==> src/rtl/mips_pkg.sv <==
// Shared definitions for the multicycle MIPS control path.
// Holds the opcode constants, the 4-bit control state encoding, and the
// alu_op / pc_source / alu_src_b select codes used by the control FSM
// and its output decoder.
package mips_pkg;

    // Instruction opcodes (instruction[31:26]) handled by the control FSM.
    localparam logic [5:0] OP_RTYPE = 6'd0;
    localparam logic [5:0] OP_J     = 6'd2;
    localparam logic [5:0] OP_BEQ   = 6'd4;
    localparam logic [5:0] OP_ADDI  = 6'd8;
    localparam logic [5:0] OP_LW    = 6'd35;
    localparam logic [5:0] OP_SW    = 6'd43;

    // Control FSM states; encodings 12..15 are unused.
    typedef enum logic [3:0] {
        S_FETCH    = 4'd0,
        S_DECODE   = 4'd1,
        S_MEMADR   = 4'd2,
        S_MEMREAD  = 4'd3,
        S_MEMWB    = 4'd4,
        S_MEMWRITE = 4'd5,
        S_EXECUTE  = 4'd6,
        S_ALUWB    = 4'd7,
        S_BRANCH   = 4'd8,
        S_ADDIEX   = 4'd9,
        S_ADDIWB   = 4'd10,
        S_JUMP     = 4'd11
    } state_t;

    // alu_op codes passed to the ALU control.
    localparam logic [1:0] ALU_ADD   = 2'b00;
    localparam logic [1:0] ALU_SUB   = 2'b01;
    localparam logic [1:0] ALU_FUNCT = 2'b10;

    // pc_source select codes.
    localparam logic [1:0] PCSRC_ALU    = 2'b00;
    localparam logic [1:0] PCSRC_ALUOUT = 2'b01;
    localparam logic [1:0] PCSRC_JUMP   = 2'b10;

    // alu_src_b select codes.
    localparam logic [1:0] SRCB_REG     = 2'b00;
    localparam logic [1:0] SRCB_FOUR    = 2'b01;
    localparam logic [1:0] SRCB_IMM     = 2'b10;
    localparam logic [1:0] SRCB_IMM_SH2 = 2'b11;

    // True when the opcode is one the FSM knows how to sequence.
    function automatic logic is_supported(input logic [5:0] op);
        return (op == OP_RTYPE) || (op == OP_J) || (op == OP_BEQ) ||
               (op == OP_ADDI)  || (op == OP_LW) || (op == OP_SW);
    endfunction

endpackage

==> src/rtl/multicycle_control_decode.sv <==
// Combinational output decoder for the multicycle control FSM.
// Maps the current state (plus mem_ready, which gates the FETCH-cycle
// register loads) onto the datapath control signals.
// Ports:
//   state      in   current FSM state encoding
//   mem_ready  in   memory completed its access this cycle
//   pc_write .. reg_dst  out  datapath control signals (Moore style)
module multicycle_control_decode
    import mips_pkg::*;
(
    input  logic [3:0] state,
    input  logic       mem_ready,
    output logic       pc_write,
    output logic       pc_write_cond,
    output logic       i_or_d,
    output logic       mem_read,
    output logic       mem_write,
    output logic       mem_to_reg,
    output logic       ir_write,
    output logic [1:0] pc_source,
    output logic [1:0] alu_op,
    output logic       alu_src_a,
    output logic [1:0] alu_src_b,
    output logic       reg_write,
    output logic       reg_dst
);

    always_comb begin
        pc_write      = 1'b0;
        pc_write_cond = 1'b0;
        i_or_d        = 1'b0;
        mem_read      = 1'b0;
        mem_write     = 1'b0;
        mem_to_reg    = 1'b0;
        ir_write      = 1'b0;
        pc_source     = PCSRC_ALU;
        alu_op        = ALU_ADD;
        alu_src_a     = 1'b0;
        alu_src_b     = SRCB_REG;
        reg_write     = 1'b0;
        reg_dst       = 1'b0;

        case (state)
            S_FETCH: begin
                // PC+4 is computed every FETCH cycle, but the IR and PC only
                // load once the instruction word has actually arrived.
                mem_read  = 1'b1;
                alu_src_b = SRCB_FOUR;
                ir_write  = mem_ready;
                pc_write  = mem_ready;
            end
            S_DECODE: begin
                // Speculatively compute the branch target into ALUOut.
                alu_src_b = SRCB_IMM_SH2;
            end
            S_MEMADR: begin
                alu_src_a = 1'b1;
                alu_src_b = SRCB_IMM;
            end
            S_MEMREAD: begin
                mem_read = 1'b1;
                i_or_d   = 1'b1;
            end
            S_MEMWB: begin
                reg_write  = 1'b1;
                mem_to_reg = 1'b1;
            end
            S_MEMWRITE: begin
                mem_write = 1'b1;
                i_or_d    = 1'b1;
            end
            S_EXECUTE: begin
                alu_src_a = 1'b1;
                alu_op    = ALU_FUNCT;
            end
            S_ALUWB: begin
                reg_write = 1'b1;
                reg_dst   = 1'b1;
            end
            S_BRANCH: begin
                alu_src_a     = 1'b1;
                alu_op        = ALU_SUB;
                pc_write_cond = 1'b1;
                pc_source     = PCSRC_ALUOUT;
            end
            S_ADDIEX: begin
                alu_src_a = 1'b1;
                alu_src_b = SRCB_IMM;
            end
            S_ADDIWB: begin
                reg_write = 1'b1;
            end
            S_JUMP: begin
                pc_write  = 1'b1;
                pc_source = PCSRC_JUMP;
            end
            default: ;
        endcase
    end

endmodule

==> src/rtl/multicycle_control.sv <==
// Main control FSM for the multicycle MIPS datapath.
// Sequences the shared memory and ALU over 3..5 states per instruction,
// waits on the memory-ready handshake, and counts retired instructions.
// Ports:
//   clk, reset         clock and synchronous active-high reset
//   opcode             instruction[31:26] from the instruction register
//   mem_ready          memory access completes this cycle
//   pc_write .. reg_dst  datapath control outputs
//   illegal_op         DECODE cycle with an unsupported opcode
//   state_out          current state encoding (debug)
//   instret            retired-instruction count, wraps
module multicycle_control
    import mips_pkg::*;
#(
    parameter int INSTRET_W = 32
) (
    input  logic                 clk,
    input  logic                 reset,
    input  logic [5:0]           opcode,
    input  logic                 mem_ready,
    output logic                 pc_write,
    output logic                 pc_write_cond,
    output logic                 i_or_d,
    output logic                 mem_read,
    output logic                 mem_write,
    output logic                 mem_to_reg,
    output logic                 ir_write,
    output logic [1:0]           pc_source,
    output logic [1:0]           alu_op,
    output logic                 alu_src_a,
    output logic [1:0]           alu_src_b,
    output logic                 reg_write,
    output logic                 reg_dst,
    output logic                 illegal_op,
    output logic [3:0]           state_out,
    output logic [INSTRET_W-1:0] instret
);

    localparam logic [INSTRET_W-1:0] INSTRET_ONE = {{(INSTRET_W-1){1'b0}}, 1'b1};

    state_t                 state_reg;
    state_t                 state_next;
    logic                   retire;
    logic [INSTRET_W-1:0]   instret_reg;

    always_ff @(posedge clk) begin
        if (reset) begin
            state_reg   <= S_FETCH;
            instret_reg <= '0;
        end else begin
            state_reg <= state_next;
            if (retire) begin
                instret_reg <= instret_reg + INSTRET_ONE;
            end
        end
    end

    // Next state and retire strobe. retire marks the last cycle of a
    // legal instruction, i.e. the edge that returns to FETCH.
    always_comb begin
        state_next = state_reg;
        retire     = 1'b0;
        case (state_reg)
            S_FETCH: begin
                if (mem_ready) state_next = S_DECODE;
            end
            S_DECODE: begin
                case (opcode)
                    OP_LW, OP_SW: state_next = S_MEMADR;
                    OP_RTYPE:     state_next = S_EXECUTE;
                    OP_BEQ:       state_next = S_BRANCH;
                    OP_ADDI:      state_next = S_ADDIEX;
                    OP_J:         state_next = S_JUMP;
                    default:      state_next = S_FETCH;
                endcase
            end
            S_MEMADR: begin
                state_next = (opcode == OP_SW) ? S_MEMWRITE : S_MEMREAD;
            end
            S_MEMREAD: begin
                if (mem_ready) state_next = S_MEMWB;
            end
            S_MEMWRITE: begin
                if (mem_ready) begin
                    state_next = S_FETCH;
                    retire     = 1'b1;
                end
            end
            S_EXECUTE: state_next = S_ALUWB;
            S_ADDIEX:  state_next = S_ADDIWB;
            S_MEMWB, S_ALUWB, S_BRANCH, S_ADDIWB, S_JUMP: begin
                state_next = S_FETCH;
                retire     = 1'b1;
            end
            default: state_next = S_FETCH;
        endcase
    end

    multicycle_control_decode u_decode (
        .state         (state_reg),
        .mem_ready     (mem_ready),
        .pc_write      (pc_write),
        .pc_write_cond (pc_write_cond),
        .i_or_d        (i_or_d),
        .mem_read      (mem_read),
        .mem_write     (mem_write),
        .mem_to_reg    (mem_to_reg),
        .ir_write      (ir_write),
        .pc_source     (pc_source),
        .alu_op        (alu_op),
        .alu_src_a     (alu_src_a),
        .alu_src_b     (alu_src_b),
        .reg_write     (reg_write),
        .reg_dst       (reg_dst)
    );

    assign illegal_op = (state_reg == S_DECODE) && !is_supported(opcode);
    assign state_out  = state_reg;
    assign instret    = instret_reg;

endmodule

==> config.mk <==
export PLATFORM = sky130hd
export DESIGN_NAME = multicycle_control
export DESIGN_NICKNAME = d
export VERILOG_FILES = /design/src/rtl/mips_pkg.sv /design/src/rtl/multicycle_control_decode.sv /design/src/rtl/multicycle_control.sv
export SDC_FILE = /design/constraint.sdc
export NUM_CORES = 1
export LEC_CHECK = 0
export CAP_MARGIN = 10
export CORE_ASPECT_RATIO = 0.9
export CORE_MARGIN = 2
export CORE_UTILIZATION = 51
export DETAILED_ROUTE_END_ITERATION = 8
export PLACE_DENSITY = 0.85
export SYNTH_ARGS = -nofsm -noshare
export SYNTH_HDL_FRONTEND = slang
export SYNTH_SLANG_ARGS = --single-unit
==> constraint.sdc <==
create_clock -name clk -period 4.57 [get_ports clk]
set_input_delay 0.6855 -clock clk [delete_from_list [all_inputs] [get_ports clk]]
set_output_delay 0.6855 -clock clk [all_outputs]
set_load 0.005 [all_outputs]
==> results of run 1 <==
metrics by stage:
| step | instance area, um^2 | instances |
|---|---|---|
| detailed placement | 2770 | 358 |
| global route | 2870 | 365 |
| floorplan | 2160 | 262 |
| finish | 2870 | 365 |
| CTS | 2870 | 365 |
| global placement | 2770 | 358 |
worst max-delay path: stages:
cell             delay (ns)
clkdlybuf4s50_1        0.51
xor2_1                 0.20
o211ai_1               0.21
and3_1                 0.19
clkdlybuf4s50_1        0.50
path summary, 6_finish.rpt:
| check | from | endpoint | slack [ns] | cells after the start |
|---|---|---|---|---|
| worst max register to register | state_out[2] | instret[18] | 1.68 | 5 |
| worst max-delay path | opcode[3] | illegal_op | 1.59 | 5 |
| worst min register to register | instret[18] | instret[18] | 0.51 | 2 |
| worst min-delay path | instret[18] | instret[18] | 0.51 | 2 |
routing by layer:
layer | share of wire (%) | global-route usage (%) | wire (um) | vias to the layer above
li1 | - | - | - | 1070
met1 | 49 | 32.8 | 2580 | 1006
met2 | 46 | 34.4 | 2430 | 58
met3 | 4.0 | 4.91 | 213 | 10
met4 | 1.6 | 8.33 | 84 | 0
met5 | 0 | 0 | 0 | -
kinds of logic after synthesis:
| family | count (synthesis) | synth area share (%) |
|---|---|---|
| DFF | 36 | 33.4 |
| xor gates and xnor gates | 21 | 8.53 |
| and+or+nand+nor | 130 | 34.1 |
| adders and majority gates | 1 | 0.580 |
| buffers and inverters | 20 | 3.95 |
| AOI/OAI and AO/OA | 51 | 17.9 |
| muxes | 3 | 1.51 |
cell type report:
class / count / area share [%]
clock buffers: 7 / 3.36
well taps: 48 / 2.09
repair buffers: 62 / 21.6
inverters: 6 / 0.785
flip-flops and latches: 36 / 25.1
multi-input cells: 206 / 47.1
power by group:
part	switching, mW	internal, mW	total, mW
logic	0.0223	0.0238	0.0462
registers	0.00328	0.315	0.318
clock network	0.106	0.134	0.241
synth_stat cells, types with 2 or more instances:
cell,n
o211ai_1,3
nand4_1,14
and2_1,4
nor2_1,28
nor3_1,12
and3_1,8
nand4b_1,2
buf_2,2
clkbuf_1,9
nor4_1,3
a2111oi_4,2
a31o_2,4
a211oi_1,3
dfxtp_1,36
a2111oi_0,5
xnor2_1,8
o22ai_1,2
a21oi_1,14
or3_1,4
o21ai_0,9
nand2b_1,9
nor2b_1,5
inv_1,6
nand3_1,12
buf_4,2
nand2_1,14
and4_1,6
xor2_1,13
cells in the final DEF (no fill, tap or decap), types with 2 or more instances in the layout:
| cell type | n |
|---|---|
| and2_1 | 4 |
| nor2b_1 | 5 |
| a2111oi_0 | 5 |
| clkbuf_8 | 7 |
| a2111oi_4 | 2 |
| nand2b_1 | 9 |
| a31o_2 | 4 |
| nand3_1 | 12 |
| nand4b_1 | 2 |
| nand2_1 | 14 |
| o22ai_1 | 2 |
| inv_1 | 6 |
| o211ai_1 | 3 |
| a21oi_1 | 14 |
| nand4_1 | 14 |
| clkdlybuf4s50_1 | 61 |
| or3_1 | 4 |
| dfxtp_1 | 36 |
| xor2_1 | 13 |
| a211oi_1 | 3 |
| nor2_1 | 28 |
| and4_1 | 6 |
| nor4_1 | 3 |
| and3_1 | 8 |
| xnor2_1 | 8 |
| o21ai_0 | 9 |
| nor3_1 | 12 |
==> results_dict.tcl, run 1 <==
set metrics [dict create \
    power-per-cell-area_mw_per_mm2 211 \
    via_per_inst 5.87 \
    die_w_um 72.5 \
    cts.sink_count 36 \
    syn_avg_cell_area_um2 8.23 \
    postCtsHoldBufs 0 \
    setup_ws_ns 1.59 \
    floorplan.initialDensity_pct 52.9 \
    worstHoldPathType "reg2reg" \
    layout-area-overhead-vs-synth_pct 33.0 \
    clock.fmax_ghz 0.335 \
    worstSkewPairLatency_ns 0.29 \
    cts_made_buffers 5 \
    globalRouteTotalUtil_pct 23.1 \
    avgRoutedWirePerCell_um 14.5 \
    fillers 346 \
    dieArea_mm2 0.00476 \
    synth_seq_cells 36 \
    clock-skew-final_ns 0.00416 \
    chipHeight_um 65.7 \
    cts.repair.resized 0 \
    max_slew_margin_pct 30.7 \
    antennaDiodeCount 0 \
    ctsLongestPathBuffers 2 \
    grt_pass1_vias 1971 \
    final-hold-violation-count 0 \
    cts.repair_timing.setup_buffer_count 0 \
    area.sequential_um2 721 \
    synth_warnings 0 \
    synthDominantCellAreaShare_pct 33.4 \
    post-route-drc-count 0 \
    detailedRoute.firstIterationViolations 193 \
    root_buffer "clkbuf_8" \
    pin_count 62 \
    multi_input_gate_area_in_the_final_layout_mm2 0.00135 \
    synth_sequential_area_ratio_pct 33.4 \
    worst_hold_slack_ns 0.507 \
    clock_tree_from_tritoncts "built" \
    drive_above_1_share_pct 6.62 \
    report.power.total_mw 0.605 \
    worst_slew_pin_slew_ns 1.04 \
    layout_worst_path_cycle_share_pct 65.3 \
    cap_viol_max_count 0 \
    synthDominantAreaCellType "dfxtp_1" \
    route.antenna.remaining_nets 0 \
    slew_viol_final 0 \
    largest_register_ffs 32 \
    cts-htree-levels 2 \
    num-nets-final 327 \
    outcome "completed" \
    drt_pass1_iterations 4 \
    cts.reportedPaths.clkPinSlew_ns 0.07 \
    syn-instance-count 262 \
    post-route-util_pct 70.4 \
    place_worst_setup_slack_ns 1.45 \
    grt_max_degree 30 \
    dominantRegCellSynth "dfxtp_1" \
    placeable_core_area_mm2 0.00407 \
    synth_edf_count 0 \
    setup.worst_path.start_class "input pin" \
    irDropWorstVdd_mv 0.150 \
    syn_nets 272 \
    cp_max_fo 6 \
    synth.cell_area_mm2 0.00216 \
    timing.critical_path.arrival_ns 2.30 \
    synthArstFlopShare_pct 0 \
    number_of_antenna_violations_at_the_first_check_in_global_routing 0 \
    row_count 22 \
    synth.lib_cells_used.distinct 51 \
    cp.required_ns 3.88 \
    dp_hpwl_mm 3.84 \
    post-route-min-period_ns 2.98 \
    num_vias 2144 \
    setup_viol 0 \
    placement.io_buffers 61 \
    gp_routability_congestion 0.849 \
    cells_taking_the_most_area_after_synthesis "dfxtp_1, xor2_1, nor2_1" \
    path_class "in2out" \
    static-leakage-power_nw 0.939 \
    wl_mm 5.31 \
    total_negative_setup_slack_ns 0 \
    endpoint_kind "output port" \
    grt_setup_unrepaired "false" \
    globalRouteOverflowTotal 0 \
    global_route_wire_length_before_repair_mm 8.89 \
]
Power figures use the tool's default switching activity.
==> run 2, diff against run 1 <==
--- a/config.mk
+++ b/config.mk
@@ -8,9 +8,9 @@
 export CAP_MARGIN = 10
 export CORE_ASPECT_RATIO = 0.9
 export CORE_MARGIN = 2
-export CORE_UTILIZATION = 51
+export CORE_UTILIZATION = 43
 export DETAILED_ROUTE_END_ITERATION = 8
-export PLACE_DENSITY = 0.85
+export PLACE_DENSITY = 0.76
 export SYNTH_ARGS = -nofsm -noshare
 export SYNTH_HDL_FRONTEND = slang
 export SYNTH_SLANG_ARGS = --single-unit
==> constraint.sdc (replaced) <==
create_clock -name clk -period 2.64 [get_ports clk]
set_input_delay 0.396 -clock clk [delete_from_list [all_inputs] [get_ports clk]]
set_output_delay 0.396 -clock clk [all_outputs]
set_load 0.005 [all_outputs]
==> results_dict.tcl, run 2 (synthesized netlist as in run 1, its figures left out) <==
set metrics [dict create \
    cts-htree-levels 2 \
    clock-skew-final_ns 0.00382 \
    cts.sink_count 36 \
    global_route_wire_length_before_repair_mm 8.64 \
    postCtsHoldBufs 0 \
    layout_worst_path_cycle_share_pct 93.0 \
    layout.cell_area.non_filler_mm2 0.00292 \
    row_count 24 \
    worst-r2r-cell-count 5 \
    route.antenna.remaining_nets 0 \
    worstHoldPathType "reg2reg" \
    clock_tree_from_tritoncts "built" \
    post-route-drc-count 0 \
    worstSetupStartpoint "state_out[2]" \
    total_negative_setup_slack_ns 0 \
    die_w_um 78.6 \
    max_slew_margin_pct 59.5 \
    layout.cells.most_common_list "clkdlybuf4s50_1, dfxtp_1, nor2_1" \
    static-leakage-power_nw 0.959 \
    drt_pass1_iterations 4 \
    placeable_core_area_mm2 0.00483 \
    num_vias 2142 \
    globalRouteTotalUtil_pct 19.0 \
    floorplan.initialDensity_pct 44.6 \
    wl_mm 5.18 \
    via_per_inst 5.52 \
    place_worst_setup_slack_ns 0.112 \
    final_common_cell "clkdlybuf4s50_1" \
    setup_viol 0 \
    chipHeight_um 71.2 \
    swShare_pct 22.3 \
    drive_above_1_share_pct 7.74 \
    setup_ws_ns 0.185 \
    combinational_share_of_power_pct 8.1 \
    grt_max_degree 19 \
    setup.worst_path.start_class "flip-flop" \
    number_of_antenna_violations_at_the_first_check_in_global_routing 0 \
    slew_viol_final 0 \
    detailedRoute.firstIterationViolations 121 \
    crit-reg2reg-launch "state_out[0]" \
    cts_made_buffers 5 \
    dieArea_mm2 0.00560 \
    ctsLongestPathBuffers 2 \
    cp.required_ns 2.24 \
    outcome "completed" \
    gp_routability_congestion 0.820 \
    power-per-cell-area_mw_per_mm2 353 \
    final-hold-violation-count 0 \
    worstSkewPairLatency_ns 0.29 \
    grt_pass1_vias 1857 \
    cap_viol_max_count 0 \
    path_class "reg2out" \
    worst_setup_path_endpoint "pc_write" \
    avgRoutedWirePerCell_um 13.4 \
    post-route-min-period_ns 2.45 \
    globalRouteOverflowTotal 0 \
    endpoint_kind "output port" \
    cp_max_fo 16 \
    worst-r2r-setup-slack_ns 0.36 \
    proportion_of_power_drawn_by_the_clock_network_pct 38.5 \
    cts.repair_timing.setup_buffer_count 0 \
    power.switching_mw 0.230 \
    post-route-util_pct 60.4 \
    grt_setup_unrepaired "false" \
    antennaDiodeCount 0 \
    dp_hpwl_mm 3.80 \
    pin_count 62 \
    power.internal_mw 0.801 \
    irDropWorstVdd_mv 0.264 \
    largest_register_ffs 32 \
    timing.rr.end "instret[25]" \
    root_buffer "clkbuf_8" \
    timing.critical_path.arrival_ns 2.06 \
    placement.cell_area_mm2 0.00283 \
    clock.fmax_ghz 0.407 \
    seq_power_share_pct 53.4 \
    placement.io_buffers 61 \
    layout-area-overhead-vs-synth_pct 35.5 \
    worst_slew_pin_slew_ns 0.592 \
    cts.reportedPaths.clkPinSlew_ns 0.07 \
    num-nets-final 332 \
    cts.repair.resized 0 \
]
## run 2: cell types whose count changed in the layout (fill, tap and decap cells not counted)
cell	change
buf_4	+5
clkbuf_8	-1
clkbuf_1	+2
## run 2: metrics by stage
step                      cells  total power [mW]  hold slack [ns]
after detailed placement    380             0.646            0.491
after CTS                   388              1.04            0.503
after floorplan             262             0.601            0.477
final                       388              1.03            0.509
after global placement      380             0.645            0.485
after global routing        388              1.08            0.539
## run 2: final cells by class
cell class,instances,area (um^2)
tap,65,81.3
sequential,36,721
timing repair buffer,67,656
multi-input combinational,206,1350
inverter,6,22.5
fill,430,1910
clock buffer,8,90.1
## run 2: power by group through the flow
stage | registers, mW | clock network (mW) | logic (mW)
3_3_place_gp | 0.563 | 0 | 0.0828
2_1_floorplan | 0.559 | 0 | 0.0423
6_report | 0.550 | 0.397 | 0.0836
4_1_cts | 0.550 | 0.406 | 0.0835
5_1_grt | 0.550 | 0.434 | 0.0917
3_5_place_dp | 0.562 | 0 | 0.0833
## run 2: worst max-delay path, cell delays in order (launching register included)
cell and delay, ns:
dfxtp_1 0.69, nor2b_1 0.13, and3_1 0.22, or2_2 0.28, clkdlybuf4s50_1 0.44
## run 2: routing by layer
metal | track usage (%) | up-vias | part of all wire (%)
met5 | 0 | - | 0
met4 | 5.46 | 0 | 0.97
met3 | 3.95 | 5 | 3.8
met2 | 29.3 | 51 | 45
met1 | 27.0 | 996 | 50
li1 | - | 1090 | -
## run 2: worst min path at each step
stage,from,to,slack (ns),depth (start not counted)
after global routing,instret[1],instret[1],0.54,2
after CTS,instret[1],instret[1],0.50,2
after floorplan,instret[1],instret[1],0.48,2
final,instret[1],instret[1],0.51,2
after global placement,instret[1],instret[1],0.48,2
after detailed placement,instret[1],instret[1],0.49,2
==> run 3, diff against run 2 <==
--- a/config.mk
+++ b/config.mk
@@ -9,8 +9,9 @@
 export CORE_ASPECT_RATIO = 0.9
 export CORE_MARGIN = 2
 export CORE_UTILIZATION = 43
+export CTS_CLUSTER_DIAMETER = 40
 export DETAILED_ROUTE_END_ITERATION = 8
-export PLACE_DENSITY = 0.76
+export PLACE_DENSITY = 0.8
 export SYNTH_ARGS = -nofsm -noshare
 export SYNTH_HDL_FRONTEND = slang
 export SYNTH_SLANG_ARGS = --single-unit
==> results_dict.tcl, run 3 (synthesized netlist as in run 1, its figures left out) <==
set metrics [dict create \
    ctsLongestPathBuffers 2 \
    antennaDiodeCount 0 \
    grt_use_met2_pct 29.7 \
    outcome "completed" \
    layout-area-overhead-vs-synth_pct 34.8 \
    clock_tree_from_tritoncts "built" \
    timing.critical_path.arrival_ns 2.06 \
    global_route_wire_length_before_repair_mm 8.41 \
    number_of_antenna_violations_at_the_first_check_in_global_routing 0 \
    instances_no_fill 386 \
    worst_path_max_delay_cell "clkdlybuf4s50_1" \
    global_route.usage.met1_pct 24.9 \
    cts_made_buffers 5 \
    cp_max_fo 6 \
    post-route-drc-count 0 \
    num_vias 2157 \
    place_worst_setup_slack_ns 0.175 \
    setup_ws_ns 0.187 \
    endpoint_kind "output port" \
    grt_pass1_vias 1854 \
    via_per_inst 5.59 \
    cp.required_ns 2.24 \
    root_buffer "clkbuf_8" \
    cap_viol_max_count 0 \
    clock-skew-final_ns 0.00169 \
    worstPathCellList "clkdlybuf4s50_1 -> xor2_1 -> o211ai_1 -> and3_1 -> clkdlybuf4s50_1" \
    globalRouteTotalUtil_pct 18.6 \
    chipHeight_um 71.2 \
    post-place-cells 378 \
    setup_viol 0 \
    setup.worst_path.start_class "input pin" \
    gp_routability_congestion 0.816 \
    irDropWorstVdd_mv 0.217 \
    worst-r2r-cell-count 5 \
    layout.cells.most_common_list "clkdlybuf4s50_1, dfxtp_1, nor2_1" \
    placement.cell_area_mm2 0.00282 \
    timing.hold.worst_path_depth 2 \
    drive_above_1_share_pct 7.17 \
    postCtsHoldBufs 0 \
    drt_pass1_iterations 4 \
    layout.cell_area.non_filler_mm2 0.00291 \
    number_of_gates_on_the_worst_path_with_buffers_counted 5 \
    largest_register_ffs 32 \
    worstSkewPairLatency_ns 0.29 \
    critical_path_s_top_delay_family "buffers and inverters" \
    dieArea_mm2 0.00560 \
    cts.repair.resized 0 \
    num-nets-final 330 \
    max_slew_margin_pct 63.2 \
    row_count 24 \
    post-route-util_pct 60.1 \
    cts-htree-levels 2 \
    fillers 429 \
    die_w_um 78.6 \
    floorplan.initialDensity_pct 44.6 \
    cts.repair_timing.setup_buffer_count 0 \
    grt_setup_unrepaired "false" \
    clock.fmax_ghz 0.408 \
    cts.sink_count 36 \
    pin_count 62 \
    timing.critical_path.slowest_cell_delay_ns 0.51 \
    grt-busiest-layer "met2" \
    detailedRoute.firstIterationViolations 175 \
    slew_viol_final 0 \
    placeable_core_area_mm2 0.00483 \
    total_negative_setup_slack_ns 0 \
    grt_max_degree 40 \
    power-per-cell-area_mw_per_mm2 355 \
    worst_slew_pin_slew_ns 0.538 \
    cts.reportedPaths.clkPinSlew_ns 0.07 \
    final_common_cell "clkdlybuf4s50_1" \
    placement.io_buffers 61 \
    avgRoutedWirePerCell_um 13.3 \
    static-leakage-power_nw 0.949 \
    path_class "in2out" \
    wl_mm 5.14 \
    post-route-min-period_ns 2.45 \
    layout_worst_path_cycle_share_pct 92.9 \
    route.antenna.remaining_nets 0 \
    final-hold-violation-count 0 \
    dp_hpwl_mm 3.76 \
    crit_top_cell "clkdlybuf4s50_1" \
    cp.buffers_inverters 2 \
    globalRouteOverflowTotal 0 \
    worstHoldPathType "reg2reg" \
    use_met3_pct 3.44 \
]
==> run 3: metrics by stage <==
step / hold slack, ns / power, mW
finish: 0.508 / 1.03
global route: 0.531 / 1.07
CTS: 0.509 / 1.04
global placement: 0.483 / 0.642
floorplan: 0.477 / 0.601
detailed placement: 0.500 / 0.643
==> run 3: worst reg2reg max path: stages (launching register included) <==
cell	delay [ns]
dfxtp_1	0.60
or2b_1	0.32
nand4_4	0.23
a2111oi_4	0.67
a21boi_1	0.14
o21ba_1	0.19
==> run 3: layout make-up <==
type / count / area [um^2] / share of cell area (%)
Multi-Input combinational cell: 206 / 1350 / 46.5
Clock buffer: 8 / 90.1 / 3.10
Sequential cell: 36 / 721 / 24.8
Timing Repair Buffer: 65 / 641 / 22.0
Tap cell: 65 / 81.3 / 2.80
Inverter: 6 / 22.5 / 0.775
==> run 3: layer usage <==
metal  part of all wire [%]  wire length [um]
met1                     46              2390
met2                     47              2430
met3                    4.6               238
met4                    1.6                84
met5                      0                 0
==> run 3: power by group <==
part           switching (mW)  leakage [nW]  internal [mW]  total (mW)
sequential            0.00576         0.290          0.544       0.550
clock                   0.189        0.0455          0.213       0.402
combinational          0.0386         0.614         0.0421      0.0807
==> run 3: path summary, 6_finish.rpt <==
path	end	slack (ns)	start
min reg2reg	instret[30]	0.51	instret[30]
max	illegal_op	0.19	opcode[3]
max reg2reg	instret[25]	0.39	state_out[0]
min	instret[30]	0.51	instret[30]
